## src/rtl/uart_tx_serializer.sv

```systemverilog
// UART transmit serializer: frames a parallel byte as start, LSB-first data,
// optional parity and stop bit, shifting one bit per clock onto TX_OUT.
// TX_OUT and Busy are registered and always describe the state being entered.
//
// Handshake: DATA_VALID is a single-cycle request that is accepted only on a
// clock edge where the serializer is in IDLE. Requests arriving while Busy is
// high, including the STOP cycle, are dropped rather than queued. Busy is the
// de-facto "not ready" indication seen by the upstream stage.
module uart_tx_serializer #(
    parameter int DATA_WIDTH = 8
) (
    input  logic                  clk,
    input  logic                  reset,
    input  logic [DATA_WIDTH-1:0] P_DATA_IN,
    input  logic                  DATA_VALID,
    input  logic                  PAR_EN,
    input  logic                  PAR_TYP,
    output logic                  TX_OUT,
    output logic                  Busy
);

    localparam int CNT_W = (DATA_WIDTH > 1) ? $clog2(DATA_WIDTH) : 1;

    // State names match the receive stage so both sides read the same way.
    typedef enum logic [2:0] {
        IDLE   = 3'd0,
        START  = 3'd1,
        DATA   = 3'd2,
        PARITY = 3'd3,
        STOP   = 3'd4
    } state_t;

    state_t                r_state;
    logic [CNT_W-1:0]      r_cnt;
    logic [DATA_WIDTH-1:0] r_data;
    logic                  r_par_en;
    logic                  r_par_bit;
    logic                  r_tx;
    logic                  r_busy;

    // Index of the data bit that goes out on the next DATA cycle.
    logic [CNT_W-1:0]      w_cnt_nxt;
    // Parity of the incoming byte: even = XOR, odd = XNOR.
    logic                  w_par_calc;

    assign w_cnt_nxt  = r_cnt + 1'b1;
    assign w_par_calc = PAR_TYP ? ~(^P_DATA_IN) : (^P_DATA_IN);

    assign TX_OUT = r_tx;
    assign Busy   = r_busy;

    // Frame sequencer; outputs are set on the edge that enters each state.
    always_ff @(posedge clk or negedge reset) begin
        if (!reset) begin
            r_state   <= IDLE;
            r_cnt     <= '0;
            r_data    <= '0;
            r_par_en  <= 1'b0;
            r_par_bit <= 1'b0;
            r_tx      <= 1'b1;
            r_busy    <= 1'b0;
        end else begin
            case (r_state)
                IDLE: begin
                    r_tx   <= 1'b1;
                    r_busy <= 1'b0;
                    r_cnt  <= '0;
                    if (DATA_VALID) begin
                        // Latch everything the frame needs so later input
                        // changes cannot disturb the frame in flight.
                        r_data    <= P_DATA_IN;
                        r_par_en  <= PAR_EN;
                        r_par_bit <= w_par_calc;
                        r_state   <= START;
                        r_tx      <= 1'b0;
                        r_busy    <= 1'b1;
                    end
                end
                START: begin
                    r_state <= DATA;
                    r_cnt   <= '0;
                    r_tx    <= r_data[0];
                    r_busy  <= 1'b1;
                end
                DATA: begin
                    r_busy <= 1'b1;
                    if (r_cnt == CNT_W'(DATA_WIDTH - 1)) begin
                        r_cnt <= '0;
                        if (r_par_en) begin
                            r_state <= PARITY;
                            r_tx    <= r_par_bit;
                        end else begin
                            r_state <= STOP;
                            r_tx    <= 1'b1;
                        end
                    end else begin
                        r_cnt <= w_cnt_nxt;
                        r_tx  <= r_data[w_cnt_nxt];
                    end
                end
                PARITY: begin
                    r_state <= STOP;
                    r_tx    <= 1'b1;
                    r_busy  <= 1'b1;
                end
                STOP: begin
                    // A request seen here is dropped; acceptance resumes in IDLE.
                    r_state <= IDLE;
                    r_tx    <= 1'b1;
                    r_busy  <= 1'b0;
                end
                default: begin
                    r_state <= IDLE;
                    r_cnt   <= '0;
                    r_tx    <= 1'b1;
                    r_busy  <= 1'b0;
                end
            endcase
        end
    end

endmodule

```

## config.mk

```make
export PLATFORM = sky130hd
export DESIGN_NAME = uart_tx_serializer
export DESIGN_NICKNAME = d
export VERILOG_FILES = /design/src/rtl/uart_tx_serializer.sv
export SDC_FILE = /design/constraint.sdc
export NUM_CORES = 1
export LEC_CHECK = 0
export CAP_MARGIN = 20
export CORE_MARGIN = 3
export CORE_UTILIZATION = 51
export CTS_CLUSTER_SIZE = 30
export DETAILED_ROUTE_END_ITERATION = 8
export HOLD_SLACK_MARGIN = 0.06
export PLACE_DENSITY_LB_ADDON = 0.25
export SLEW_MARGIN = 10
export SYNTH_ARGS = -nofsm -noshare
export SYNTH_HDL_FRONTEND = slang
export SYNTH_SLANG_ARGS = --single-unit
```

## constraint.sdc

```tcl
create_clock -name clk -period 1.9 [get_ports clk]
set_input_delay 0.38 -clock clk [delete_from_list [all_inputs] [get_ports clk]]
set_output_delay 0.38 -clock clk [all_outputs]
set_load 0.05 [all_outputs]
```

==> Yosys cells after proc, flatten, opt, wreduce, memory -nomap -nowiden <==
Cells that the tools add are included.
W data, S select, Z words.
{ "op_classes": {"n_bitwise": 1, "mux": 15, "n_reduce_logical": 6, "add_sub_neg": 1, "order_cmp": 1, "n_eq_ne": 7} }
{ "op_table": {"columns": ["cell", "count"], "rows": [
  ["$mux W3", 4],
  ["$pmux W3 S4", 1],
  ["$reduce_xor A8 Y1", 1],
  ["$eq A3 B2 Y1 const B", 2],
  ["$eq A3 B3 Y1 const B", 2],
  ["$mux W1", 6],
  ["$pmux W3 S2", 1],
  ["$lt A3 B4 Y1 const B", 1],
  ["$ne A2 B2 Y1 const B", 2],
  ["$reduce_and A2 Y1", 2],
  ["$add A3 B1 Y3 const B", 1],
  ["$bmux W1 S3", 1],
  ["$eq A3 B1 Y1 const B", 1],
  ["$logic_not A3 Y1", 1],
  ["$pmux W1 S3", 1],
  ["$reduce_or A3 Y1", 1],
  ["$pmux W1 S2", 1],
  ["$reduce_or A2 Y1", 1],
  ["$not A1 Y1", 1]
]} }
{ "totals": {"inputBits": 13, "elab_cells": 38, "reg_bits": 18, "output_inout_bits": 2} }

==> Logic depth before layout (Yosys ltp) <==
{ "depth": {"word_depth": 5, "depth_mapped": 5, "depth_no_buf": 5} }

==> Least setup slack after synthesis <==
No wires, ideal clock.
{ "synth_timing": {"path_type": "reg2reg", "start": "register r_cnt[0]", "end": "register r_tx, in the netlist TX_OUT", "period_less_slack_ps": 1573, "required_time_ps": 1815, "arrival_time_ps": 1487, "slack_ps": 327, "path_buffers": 0, "setup_time_ps": 85, "path_stages_with_launch": 6, "cell_sequence": "dfrtp_1 > ha_1 > mux4_1 > mux2_2 > o221ai_2 > nand3b_1"} }
{ "synth_between": {"elab_chain_len": 5, "elab_cells_between_ends": 6, "cone_classes": "add/sub: 1; eq/ne: 1; mux: 4"} }
{ "synth_lines": {"columns": ["element", "line_no", "text"], "rows": [
  ["start: declaration", "34", "logic [CNT_W-1:0] r_cnt;"],
  ["start signal: assignment", "97", "r_cnt <= w_cnt_nxt;"],
  ["$add A3 B1 Y3", "46", "assign w_cnt_nxt = r_cnt + 1'b1;"],
  ["$bmux W1 S3", "98", "r_tx <= r_data[w_cnt_nxt];"],
  ["$mux W1 (not written as such)", "98", null],
  ["$mux W1 *", "87", "if (r_cnt == CNT_W'(DATA_WIDTH - 1)) begin"],
  ["$pmux W1 S3 *", "63", "case (r_state)"],
  ["end signal: assignment", "82", "r_tx <= r_data[0];"],
  ["end signal: assignment", "91", "r_tx <= r_par_bit;"],
  ["end signal: assignment", "98", null],
  ["end: declaration", "38", "logic r_tx;"]
]} }
Mark *: on every way between the ends. The rest lies on a longest branch, timed or not. The select of a mux whose other input is x is not followed.
A chain may end at the register's enable or synchronous reset.

==> Worst setup path in the final report <==
{ "layout_timing": {"start": "register r_busy, in the netlist Busy", "end": "output Busy"} }
{ "layout_lines": {"columns": ["element", "line_no", "text"], "rows": [
  ["start: declaration", "39", "logic r_busy;"],
  ["start signal: assignment", "61", "r_busy <= 1'b0;"],
  ["start signal: assignment", "66", "r_busy <= 1'b0;"],
  ["start signal: assignment", "76", "r_busy <= 1'b1;"],
  ["end: declaration", "19", "output logic Busy"]
]} }
No word-level cell between the ends.

==> flow_summary.ini <==
[worst_setup_path]
path_buf_inv = 1
rr_worst_depth = 5
critPathCaptureType = output pin
startpoint_type = register
critPathMaxFanout = 1
critPathArrivalTime_ns = 1.42
r2r-end = TX_OUT
worst-setup-path-type = reg -> out
r2r_start = r_cnt[0]
path_delay_family = buffers and inverters
critPathMaxStageDelay_ns = 0.79
ff2ff_setup_slack_ns = 0.12
crit_chain = clkdlybuf4s50_1
cpMaxStageDelayCell = clkdlybuf4s50_1
worstPathRequired_ns = 1.52

[power_and_ir_drop]
p_leak_nw = 0.4740
powerDensity_nw_per_um2 = 1435
peakVddDrop_uv = 808.0

[cells_and_area]
num_antenna_cells = 0
instances_no_fill = 117
nets = 109
final_layout_size_suffix_gt1_share_pct = 22.58
syn2layout_area_growth_pct = 23.43
post-route-util_pct = 71.11
fill_cells = 116

[routing]
postRouteAntennaNets = 0
viasPerCell = 5.444
wl_per_cell_um = 14.24
drc = 0
drt_iter0_markers = 9
vias = 637
drtPass1Iterations = 4
routed_wirelength_um = 1666

[sta]
setup_violations = 0
tightest_slew_ns = 0.4890
slew_headroom_pct = 67.30
slew_viol_final = 0
finalCriticalPeriod_ns = 1.801
hold_viol_final = 0
rsz0062_at_grt = no
fin_crit_sh_pct = 94.78
clock_skew_ns = 0.001546
max_clock_freq_ghz = 0.5553
setup_slack_ns = 0.09914
holdWs_ns = 0.3585

[synth]
syn_inst = 76
synth_nets = 91
synth_cell_types = 27
yosysTopAreaCell = dfrtp_1
synth_top_area_share_pct = 46.32
synth_area_um2 = 918.4
postSynthAreaPerCell_um2 = 12.08
synth_area_leaders = dfrtp_1 (46%), mux2_2 (12%), mux4_1 (5.7%)
ys_ff_latch = 18
yosysWarningCount = 0
synth-seq-area-share_pct = 49.18

[placement]
routabilityCongestion = 0.7566
place_ws_ns = -0.08974
hpwl_um = 1307
dpl.cell_count = 113
portBuffers = 14

[floorplan]
die_w_um = 48.44
fp.coreArea_um2 = 1594
rows = 14
die-area_um2 = 2346
io_pins = 15
initial_core_util_pct = 57.61
die_h_um = 48.44

[clocking]
postCtsSetupRepairBufs = 0
cts_sinks = 18
cts_tree = done
ctsResizeCount = 0
clk_pin_slew_ns = 0.10
insertion_delay_ns = 0.30
cts_buffers = 3
cts_buffer_depth = 2
cts.root.buffer_cell = clkbuf_4
postCtsHoldBufs = 0
htreeDepth = 1

[flow_run]
drv_cap = 0

[global_routing]
grt_max_degree = 13
antenna_found_initial = 0
grt_pass1_wl_um = 2898
grt-ovfl-total = 0
grt_use_total_pct = 16.42
grt_pass1_vias = 635

[worst_hold_path]
hold_class = in -> async

[run_status]
status = completed
-- synth_stat cells, drive strengths merged --
master	count
mux2i	1
mux2	10
mux4	2
nor3b	1
a21oi	4
nor4b	1
a31oi	1
o221ai	1
inv	1
o21ai	4
ha	2
nor3	3
nand3b	1
dfstp	1
xnor3	1
nor2	5
nor2b	1
dfrtp	17
clkbuf	1
o22ai	1
nand3	3
nand2	3
nand2b	2
xnor2	5
buf	3
xor2	1
-- metal layers --
layer / global-route usage [%] / wire length, µm / vias to the layer above
met4: 5.687 / 21 / 0
met3: 5.828 / 93 / 4
li1: - / - / 310
met1: 19.19 / 690 / 309
met5: 0 / 0 / -
met2: 27.98 / 861 / 14
-- power by group --
part	switching (mW)	total [mW]	internal (mW)	leakage (nW)
Combinational	0.331	0.702	0.371	0.234
Clock	0.119	0.236	0.117	0.0210
Sequential	0.129	0.689	0.559	0.219
Total	0.580	1.63	1.05	0.474
-- worst max path at each step --
| stage | start | end | cells past startpoint |
|---|---|---|---|
| CTS | Busy | Busy | 1 |
| detailed placement | P_DATA_IN[2] | r_par_bit | 5 |
| finish | Busy | Busy | 1 |
| global placement | P_DATA_IN[2] | r_par_bit | 5 |
| global route | r_cnt[0] | TX_OUT | 5 |
| floorplan | r_cnt[0] | TX_OUT | 5 |
-- cells in the final DEF (no fill, tap or decap), drive strengths merged, types with 2 or more instances in the layout --
cell / n
mux2: 10
clkdlybuf4s50: 13
clkbuf: 4
dfrtp: 17
nor2: 5
nand3: 3
o21ai: 4
ha: 2
nor3: 3
a21oi: 4
mux4: 2
nand2b: 2
buf: 4
xnor2: 5
nand2: 3
-- final cells by class --
| type | instances | area [µm²] | area share, % |
|---|---|---|---|
| multi-input combinational | 53 | 451.7 | 39.85 |
| sequential | 18 | 451.7 | 39.85 |
| inverter | 1 | 3.754 | 0.3311 |
| timing repair buffer | 17 | 160.2 | 14.13 |
| tap | 24 | 30.03 | 2.649 |
| clock buffer | 4 | 36.28 | 3.201 |
-- through the flow --
step                cell area, µm²  setup TNS [ns]  total power, mW
floorplan                    918.4               0            1.194
global placement              1097        -0.05713            1.362
detailed placement            1097        -0.08974            1.400
CTS                           1134               0            1.638
global route                  1134               0            1.728
finish                        1134               0            1.627
-- cell families after synthesis --
kind of cell    Yosys count  share of synthesized area (%)
simple gates             20                          11.17
flops                    18                          49.18
mux                      13                          19.07
compound gates           11                          7.358
xor+xnor                  7                          8.174
buf+inv                   5                          2.315
fa+ha+maj                 2                          2.724
-- flip-flops by register name, indices dropped and copies added (netlist names) --
signal and flops:
TX_OUT 1, Busy 1, r_data 8, r_cnt 3
r_par_bit 1, r_state 3, r_par_en 1
Power figures use the tool's default switching activity.
